[config.mk]
export PLATFORM = sky130hd
export DESIGN_NAME = mem_copy_dma
export DESIGN_NICKNAME = d
export VERILOG_FILES = /design/src/rtl/mem_copy_dma.sv
export SDC_FILE = /design/constraint.sdc
export NUM_CORES = 1
export LEC_CHECK = 0
export ABC_CLOCK_PERIOD_IN_PS = 7400
export CAP_MARGIN = 25
export CORE_MARGIN = 3
export CORE_UTILIZATION = 55
export DETAILED_ROUTE_END_ITERATION = 7
export GPL_TIMING_DRIVEN = 1
export PLACE_DENSITY = 0.86
export SYNTH_ARGS = -nofsm -noshare
export SYNTH_HDL_FRONTEND = slang
export SYNTH_SLANG_ARGS = --single-unit
export TNS_END_PERCENT = 20
[constraint.sdc]
create_clock -name clk -period 7.4 [get_ports clk]
set_input_delay 1.48 -clock clk [delete_from_list [all_inputs] [get_ports clk]]
set_output_delay 1.48 -clock clk [all_outputs]
set_load 0.01 [all_outputs]
[src/rtl/mem_copy_dma.sv]
// Block-move sequencer driving a single-port memory: RD/WR per word, memmove-safe.
// Define MEM_COPY_VERIFY_EN to add a read-back VF state and a sticky err flag.
module mem_copy_dma #(
   parameter int DATA_WIDTH = 1,
   parameter int ADDR_WIDTH = 8
) (
   input  logic                  clk,
   input  logic                  rst,
   input  logic                  start,
   input  logic [ADDR_WIDTH-1:0] src,
   input  logic [ADDR_WIDTH-1:0] dst,
   input  logic [ADDR_WIDTH:0]   len,
   output logic                  busy,
   output logic                  done,
   output logic                  err,
   output logic [ADDR_WIDTH-1:0] mem_addr,
   output logic                  mem_we,
   output logic [DATA_WIDTH-1:0] mem_din,
   input  logic [DATA_WIDTH-1:0] mem_dout
);

   typedef enum logic [2:0] {
      S_IDLE,
      S_RD,
      S_WR,
`ifdef MEM_COPY_VERIFY_EN
      S_VF,
`endif
      S_DONE
   } state_t;

   state_t                state;
   logic [ADDR_WIDTH-1:0] src_r, dst_r, i;
   logic [ADDR_WIDTH:0]   len_r;
   logic                  back_r;

   logic [ADDR_WIDTH-1:0] off, k_first, k_cur, k_nxt, i_nxt;
   logic [ADDR_WIDTH:0]   len_in_m1, len_m1;
   logic                  back_in, last;

   // Backward copy only when dst lands strictly inside the source range.
   always_comb begin
      off       = dst - src;
      back_in   = (off != '0) && ({1'b0, off} < len);
      len_in_m1 = len - (ADDR_WIDTH+1)'(1);
      k_first   = back_in ? len_in_m1[ADDR_WIDTH-1:0] : '0;
      len_m1    = len_r - (ADDR_WIDTH+1)'(1);
      i_nxt     = i + ADDR_WIDTH'(1);
      k_cur     = back_r ? len_m1[ADDR_WIDTH-1:0] - i     : i;
      k_nxt     = back_r ? len_m1[ADDR_WIDTH-1:0] - i_nxt : i_nxt;
      last      = ({1'b0, i} == len_m1);
   end

`ifndef MEM_COPY_VERIFY_EN
   assign err = 1'b0;
`endif

   // mem_din doubles as the data register holding the word read in RD.
   always_ff @(posedge clk or posedge rst) begin
      if (rst) begin
         state    <= S_IDLE;
         src_r    <= '0;
         dst_r    <= '0;
         len_r    <= '0;
         back_r   <= 1'b0;
         i        <= '0;
         busy     <= 1'b0;
         done     <= 1'b0;
         mem_we   <= 1'b0;
         mem_addr <= '0;
         mem_din  <= '0;
`ifdef MEM_COPY_VERIFY_EN
         err      <= 1'b0;
`endif
      end else begin
         case (state)
            S_IDLE: begin
               if (start) begin
                  src_r  <= src;
                  dst_r  <= dst;
                  len_r  <= len;
                  back_r <= back_in;
                  i      <= '0;
                  busy   <= 1'b1;
`ifdef MEM_COPY_VERIFY_EN
                  err    <= 1'b0;
`endif
                  if (len == '0) begin
                     state <= S_DONE;
                     done  <= 1'b1;
                  end else begin
                     state    <= S_RD;
                     mem_addr <= src + k_first;
                  end
               end
            end
            S_RD: begin
               state    <= S_WR;
               mem_addr <= dst_r + k_cur;
               mem_we   <= 1'b1;
               mem_din  <= mem_dout;
            end
`ifdef MEM_COPY_VERIFY_EN
            S_WR: begin
               mem_we <= 1'b0;
               state  <= S_VF;
            end
            S_VF: begin
               if (mem_dout != mem_din) err <= 1'b1;
`else
            S_WR: begin
               mem_we <= 1'b0;
`endif
               if (last) begin
                  state    <= S_DONE;
                  done     <= 1'b1;
                  mem_addr <= '0;
                  mem_din  <= '0;
               end else begin
                  state    <= S_RD;
                  i        <= i_nxt;
                  mem_addr <= src_r + k_nxt;
               end
            end
            S_DONE: begin
               state <= S_IDLE;
               busy  <= 1'b0;
               done  <= 1'b0;
            end
            default: state <= S_IDLE;
         endcase
      end
   end

endmodule

## Word-level counts from Yosys, hierarchy flattened

Index checks and enable logic that the tools add are counted.

| storage, ports and cells | value |
|---|---|
| input bits | 29 |
| flip-flop bits (word level) | 49 |
| output and inout bits | 13 |
| word-level logic and storage cells | 68 |

| operators by class | value |
|---|---|
| $add $sub $neg | 9 |
| magnitude comparators | 1 |
| muxes and demuxes | 23 |
| reduce and logical (&&, ||, !) cells | 15 |
| equality and inequality tests | 9 |

Operators with widths:

| operator | count |
|---|---|
| 8-bit two-way mux | 8 |
| 8-bit adder | 3 |
| 8-bit case mux with 3 select lines | 1 |
| 8-bit subtractor | 3 |
| 8-bit case mux with 2 select lines | 1 |
| 2-bit inequality test, second input constant | 5 |
| 8-bit by 9-bit == test with 1-bit output | 1 |
| 9-bit logical NOT | 1 |
| 8-bit by 9-bit < comparator with 1-bit output | 1 |
| 3-bit case mux with 3 select lines | 1 |
| 9-bit by 1-bit subtractor with 9-bit output, second input constant | 1 |
| 8-bit by 1-bit adder with 8-bit output, second input constant | 1 |
| 8-bit nonzero test | 1 |
| 8-bit by 1-bit subtractor with 8-bit output, second input constant | 1 |
| 3-bit by 2-bit == test with 1-bit output, second input constant | 2 |
| 1-bit case mux with 2 select lines | 3 |
| 2-bit AND reduction | 3 |
| 3-bit AND reduction | 2 |
| 2-bit nonzero test | 3 |
| 3-bit nonzero test | 2 |
| 1-bit two-way mux | 5 |
| 2-bit two-way mux | 2 |
| 4-bit AND reduction | 1 |
| 3-bit by 1-bit == test with 1-bit output, second input constant | 1 |
| 4 further kinds | 4 |

## Depth between registers and ports, before layout

| depth | value |
|---|---|
| depth in word-level cells | 8 |
| gate-level depth with buffers | 26 |

## Worst setup path before layout

No wires, ideal clock.

| timing path | value |
|---|---|
| path type | in2reg |
| start point | input dst[0] |
| end point | register mem_addr[7] |
| required time | 7.334 ns |
| library setup time | 0.066 ns |
| slack | 1.508 ns |
| data arrival time | 5.827 ns |
| stages on the path | 24 |
| cell sequence | inv_1 ha_1 inv_1 fa_1 a211o_1 o21ai_1 xnor2_1 ha_1 a21o_1 a2111oi_2 o31ai_1 a41o_1 buf_6 or2_2 inv_1 ha_1 a21oi_1 nor2b_1 o31a_1 o41ai_1 xnor2_1 or3_1 a31oi_1 a22o_1 |

| between the ends | value |
|---|---|
| cells in the longest elaborated chain, start to end | 8 |
| elaborated cells on any way between the ends | 9 |

Ends and longest elaborated chain:

| what | RTL line | RTL |
|---|---|---|
| start: declaration | 11 | `input logic [ADDR_WIDTH-1:0] dst,` |
| 8-bit subtractor (*) | 43 | `off = dst - src;` |
| 8-bit by 9-bit < comparator with 1-bit output / 8-bit nonzero test (equally long branches) | 44 | `back_in = (off != '0) && ({1'b0, off} < len);` |
| 1-bit logical AND (*) | 44 |  |
| 8-bit two-way mux (*) | 46 | `k_first = back_in ? len_in_m1[ADDR_WIDTH-1:0] : '0;` |
| 8-bit adder (*) | 93 | `mem_addr <= src + k_first;` |
| 8-bit two-way mux (*) | 88 | `if (len == '0) begin` |
| 8-bit two-way mux (*) | 78 | `if (start) begin` |
| 8-bit case mux with 3 select lines (*) | 76 | `case (state)` |
| end signal: assignment | 93 |  |
| end signal: assignment | 99 | `mem_addr <= dst_r + k_cur;` |
| end signal: assignment | 122 | `mem_addr <= src_r + k_nxt;` |
| end: declaration | 16 | `output logic [ADDR_WIDTH-1:0] mem_addr,` |

Mark *: on every way between the ends. The rest lies on a longest branch, timed or not. The select of a mux whose other input is x is not followed.
A chain may end at the register's enable or synchronous reset.

## Worst setup path in the final report

| timing path | value |
|---|---|
| start point | input src[0] |
| end point | register mem_addr[7] |

| between the ends | value |
|---|---|
| cells in the longest elaborated chain, start to end | 8 |
| elaborated cells on any way between the ends | 9 |

Ends and longest elaborated chain:

| what | RTL line | RTL |
|---|---|---|
| start: declaration | 10 | `input logic [ADDR_WIDTH-1:0] src,` |
| 8-bit subtractor | 43 |  |
| 8-bit by 9-bit < comparator with 1-bit output / 8-bit nonzero test (equally long branches) | 44 |  |
| 1-bit logical AND | 44 |  |
| 8-bit two-way mux | 46 |  |
| 8-bit adder (*) | 93 |  |
| 8-bit two-way mux (*) | 88 |  |
| 8-bit two-way mux (*) | 78 |  |
| 8-bit case mux with 3 select lines (*) | 76 |  |

Marks and branches as above.

==> metrics <==
status completed; # IOs between 40 and 50; post_cts resized 0; Syn Std Cell Area 4500 um2; vias in the first global route between 3000 and 4000; Net Sw Power between 1 and 1.5 mW; TritonCTS clock tree built; asr flop ratio synth 100%; Via Count 3927; fin. max-slew vios 0; worst slew pin tran 903 ps; fin cells 674; DRT Pass-1 Iters 5; # fillers about 660; Syn Area/Cell between 8 and 9 um2; CP max-delay cell clkdlybuf4s50_1; fin worst setup slack 882 ps; crit-path cells clkdlybuf4s50_1 -> ha_1 -> inv_1 -> fa_1 -> a211o_1 -> a21o_1 -> a21oi_1 -> xor2_1 -> inv_1 -> ha_1 -> a2111oi_2 -> o31ai_1 -> a41o_1 -> or2_2 -> inv_1 -> ha_1 -> a21oi_1 -> nor2b_1 -> o31a_1 -> o41ai_1 -> xnor2_1 -> or3_1 -> a31oi_1 -> a22o_1; min cycle time layout 6520 ps; Synth top area share 26.7%; Yosys cell types just under 60; Final ANT Viol Nets 0; r2r setup slk between 3000 and 4000 ps; Total Routing Usage GR about a quarter; total wire length roughly 11 mm; reg2reg end mem_addr[7]; Num CTS Buffers 5; Power, Total approximately 2.6 mW; via-per-instance ratio 5.83; Root Driver clkbuf_8; Int Power roughly 1.3 mW; HP Start mem_addr[3]; Post-CTS Hold Buffers 0; busiest grt layer met2; largest net degree at the start of global routing 49; Pleak about 2.3 nW; Post-Syn Instances 536; Main synth FF type dfrtp_1; FP Rows 32; Fin. Hold Viols 0; Area after DPL 4990 um2; Global Route met1 Usage 33.2%; first-pass GRT wire length 17.8 mm; CP arrival 6770 ps; clock buffer depth 2; Clock Latency Late Sink 310 ps; postcts setup bufs 0; dpl ws 605 ps; met2 GRT Util between 40 and 50%; number of synthesized flops with an enable pin 0; CP endpoint kind flop; Die Y-Extent 96.4 um; HP Class reg -> reg; Initial DRC Count 240; DRC viols 0; Starting Density 57.3%; net switching share of the total power 49.1%; hold path depth 2; Rel. slew slack 39.6%; GP Congestion 0.895; setup_tns 0 ps; crit start category input port; Die X between 90 and 100 um; combinational share of power 75.6%; max-cap violation count 0; Post-Syn Nets around 630; wire per inst 16.7 um; sequential fraction of the synthesis area a little over a quarter; post-layout net count between 600 and 700; Post-DP HPWL 9.18 mm; Synth area leader dfrtp_1; # port buffers 40; Worst Clk Skew 16.5 ps; crit-path max FO 10; Final Util 64.9%; Seq pwr share between 10% and 20%; die area between 9000 and 10000 um2; Min Hold Slack 486 ps; placed insts 666; post-route clock period utilization 88.1%; Req. time, crit path 7660 ps; Clk network pwr share 5.9%; Worst Path Buf+Inv 4; Peak supply drop between 0.15 and 0.2 mV; Synth Register Bits 48; Layout area overhead 13.3%; Power per Cell Area about 520 nW/um2; # diodes 0; Sink Count 48; Std-Cell Core Area 7850 um2; hold-critical path endpoint mem_addr[3]; Crit Path Class in -> reg; H-tree levels 2; Worst-path clk slew about 100 ps; design area about 5100 um2; RSZ-0062 raised after global routing no; share of cells above drive strength 1 5.77%; largest cells by area after synthesis dfrtp_1 27%, ha_1 16%, xnor2_1 7.2%; CP peak stage delay 560 ps; Top Family by Delay on Critical Path compound AO/OA/AOI/OAI gates; met3 usage 3.25%; total gr overflow 0; Syn. warnings 0; Achievable Freq 0.153 GHz; Finish-stage setup viols 0; reg2reg start len_r[0]; initial antenna violation count 0; R2R depth 18
worst min-delay path: stages, from the launching register on:
cell,delay (ps)
dfrtp_1,360
nand2_1,40
o21ai_0,60
kinds of logic (layout without fill, tap and decap cells):
logic type	count (synthesis)	count (layout)	share of synthesized area, %
fa+ha+maj	62	62	18.2
compound gates	140	140	19.4
other cells	1	1	0.0834
xor+xnor	53	53	10.7
flops	48	48	26.7
mux	13	13	3.17
buf+inv	70	106	6.09
simple gates	149	149	15.7
cells in the mapped netlist (all sizes together) (3+ instances only):
| master | number |
|---|---|
| o31ai | 7 |
| a31oi | 4 |
| nand2b | 6 |
| o41ai | 3 |
| nor2 | 35 |
| clkbuf | 11 |
| o21ai | 58 |
| or3 | 6 |
| a21oi | 28 |
| dfrtp | 48 |
| mux2i | 3 |
| nor3 | 15 |
| nor4 | 4 |
| nor2b | 11 |
| o21a | 4 |
| mux2 | 10 |
| a21o | 8 |
| or2 | 4 |
| xnor2 | 37 |
| o21bai | 4 |
| inv | 56 |
| fa | 6 |
| o22ai | 5 |
| nand4 | 3 |
| o211ai | 4 |
| ha | 56 |
| xor2 | 15 |
| nand3 | 12 |
| nand2 | 47 |
worst max path at each step:
stage | from | endpoint | slack (ps) | depth (start not counted)
6_report | src[0] | mem_addr[7] | 880 | 24
5_1_grt | src[0] | mem_addr[7] | 560 | 24
4_1_cts | src[0] | mem_addr[7] | 900 | 24
3_5_place_dp | src[0] | mem_addr[7] | 610 | 24
3_3_place_gp | src[0] | mem_addr[7] | 760 | 23
2_1_floorplan | dst[0] | mem_addr[7] | 1510 | 24
flip-flops by register name, indices dropped and copies added (netlist names), 2 cells and up:
| signal | cells |
|---|---|
| dst_r | 8 |
| state | 2 |
| i | 8 |
| mem_addr | 8 |
| len_r | 9 |
| src_r | 8 |
routing by layer:
metal / up-vias / wire (um)
li1: 1932 / -
met5: - / 0
met4: 0 / 306
met3: 27 / 643
met2: 132 / 5380
met1: 1836 / 4950
final cells by class:
| type | instances | area (um2) | share of cell area, % |
|---|---|---|---|
| Multi-Input combinational cell | 418 | 3020 | 59.3 |
| Tap cell | 102 | 128 | 2.50 |
| Inverter | 57 | 214 | 4.20 |
| Sequential cell | 48 | 1200 | 23.6 |
| Clock inverter | 2 | 12.5 | 0.246 |
| Timing Repair Buffer | 42 | 448 | 8.79 |
| Clock buffer | 5 | 68.8 | 1.35 |
cells in the final DEF (no fill, tap or decap), types with 3 or more instances in the layout:
cell type,n
a21o_1,8
a21oi_1,28
a31oi_1,3
clkbuf_8,5
clkdlybuf4s50_1,40
dfrtp_1,48
fa_1,6
ha_1,56
inv_1,54
mux2_2,10
mux2i_1,3
nand2_1,46
nand2b_1,6
nand3_1,12
nand4_1,3
nor2_1,35
nor2b_1,11
nor3_1,15
nor4_1,3
o211ai_1,3
o21a_1,4
o21ai_0,57
o21bai_1,4
o22ai_1,5
o31ai_1,7
o41ai_1,3
or2_2,4
or3_1,6
xnor2_1,37
xor2_1,15
power by group through the flow:
stage | logic (mW) | registers (mW) | clock network (mW)
after floorplan | 1.51 | 0.458 | 0
after global placement | 1.86 | 0.480 | 0
after detailed placement | 1.94 | 0.489 | 0
after CTS | 1.96 | 0.483 | 0.156
after global routing | 2.20 | 0.501 | 0.168
final | 1.99 | 0.486 | 0.155
No activity file was read; power rests on OpenSTA's default activity.
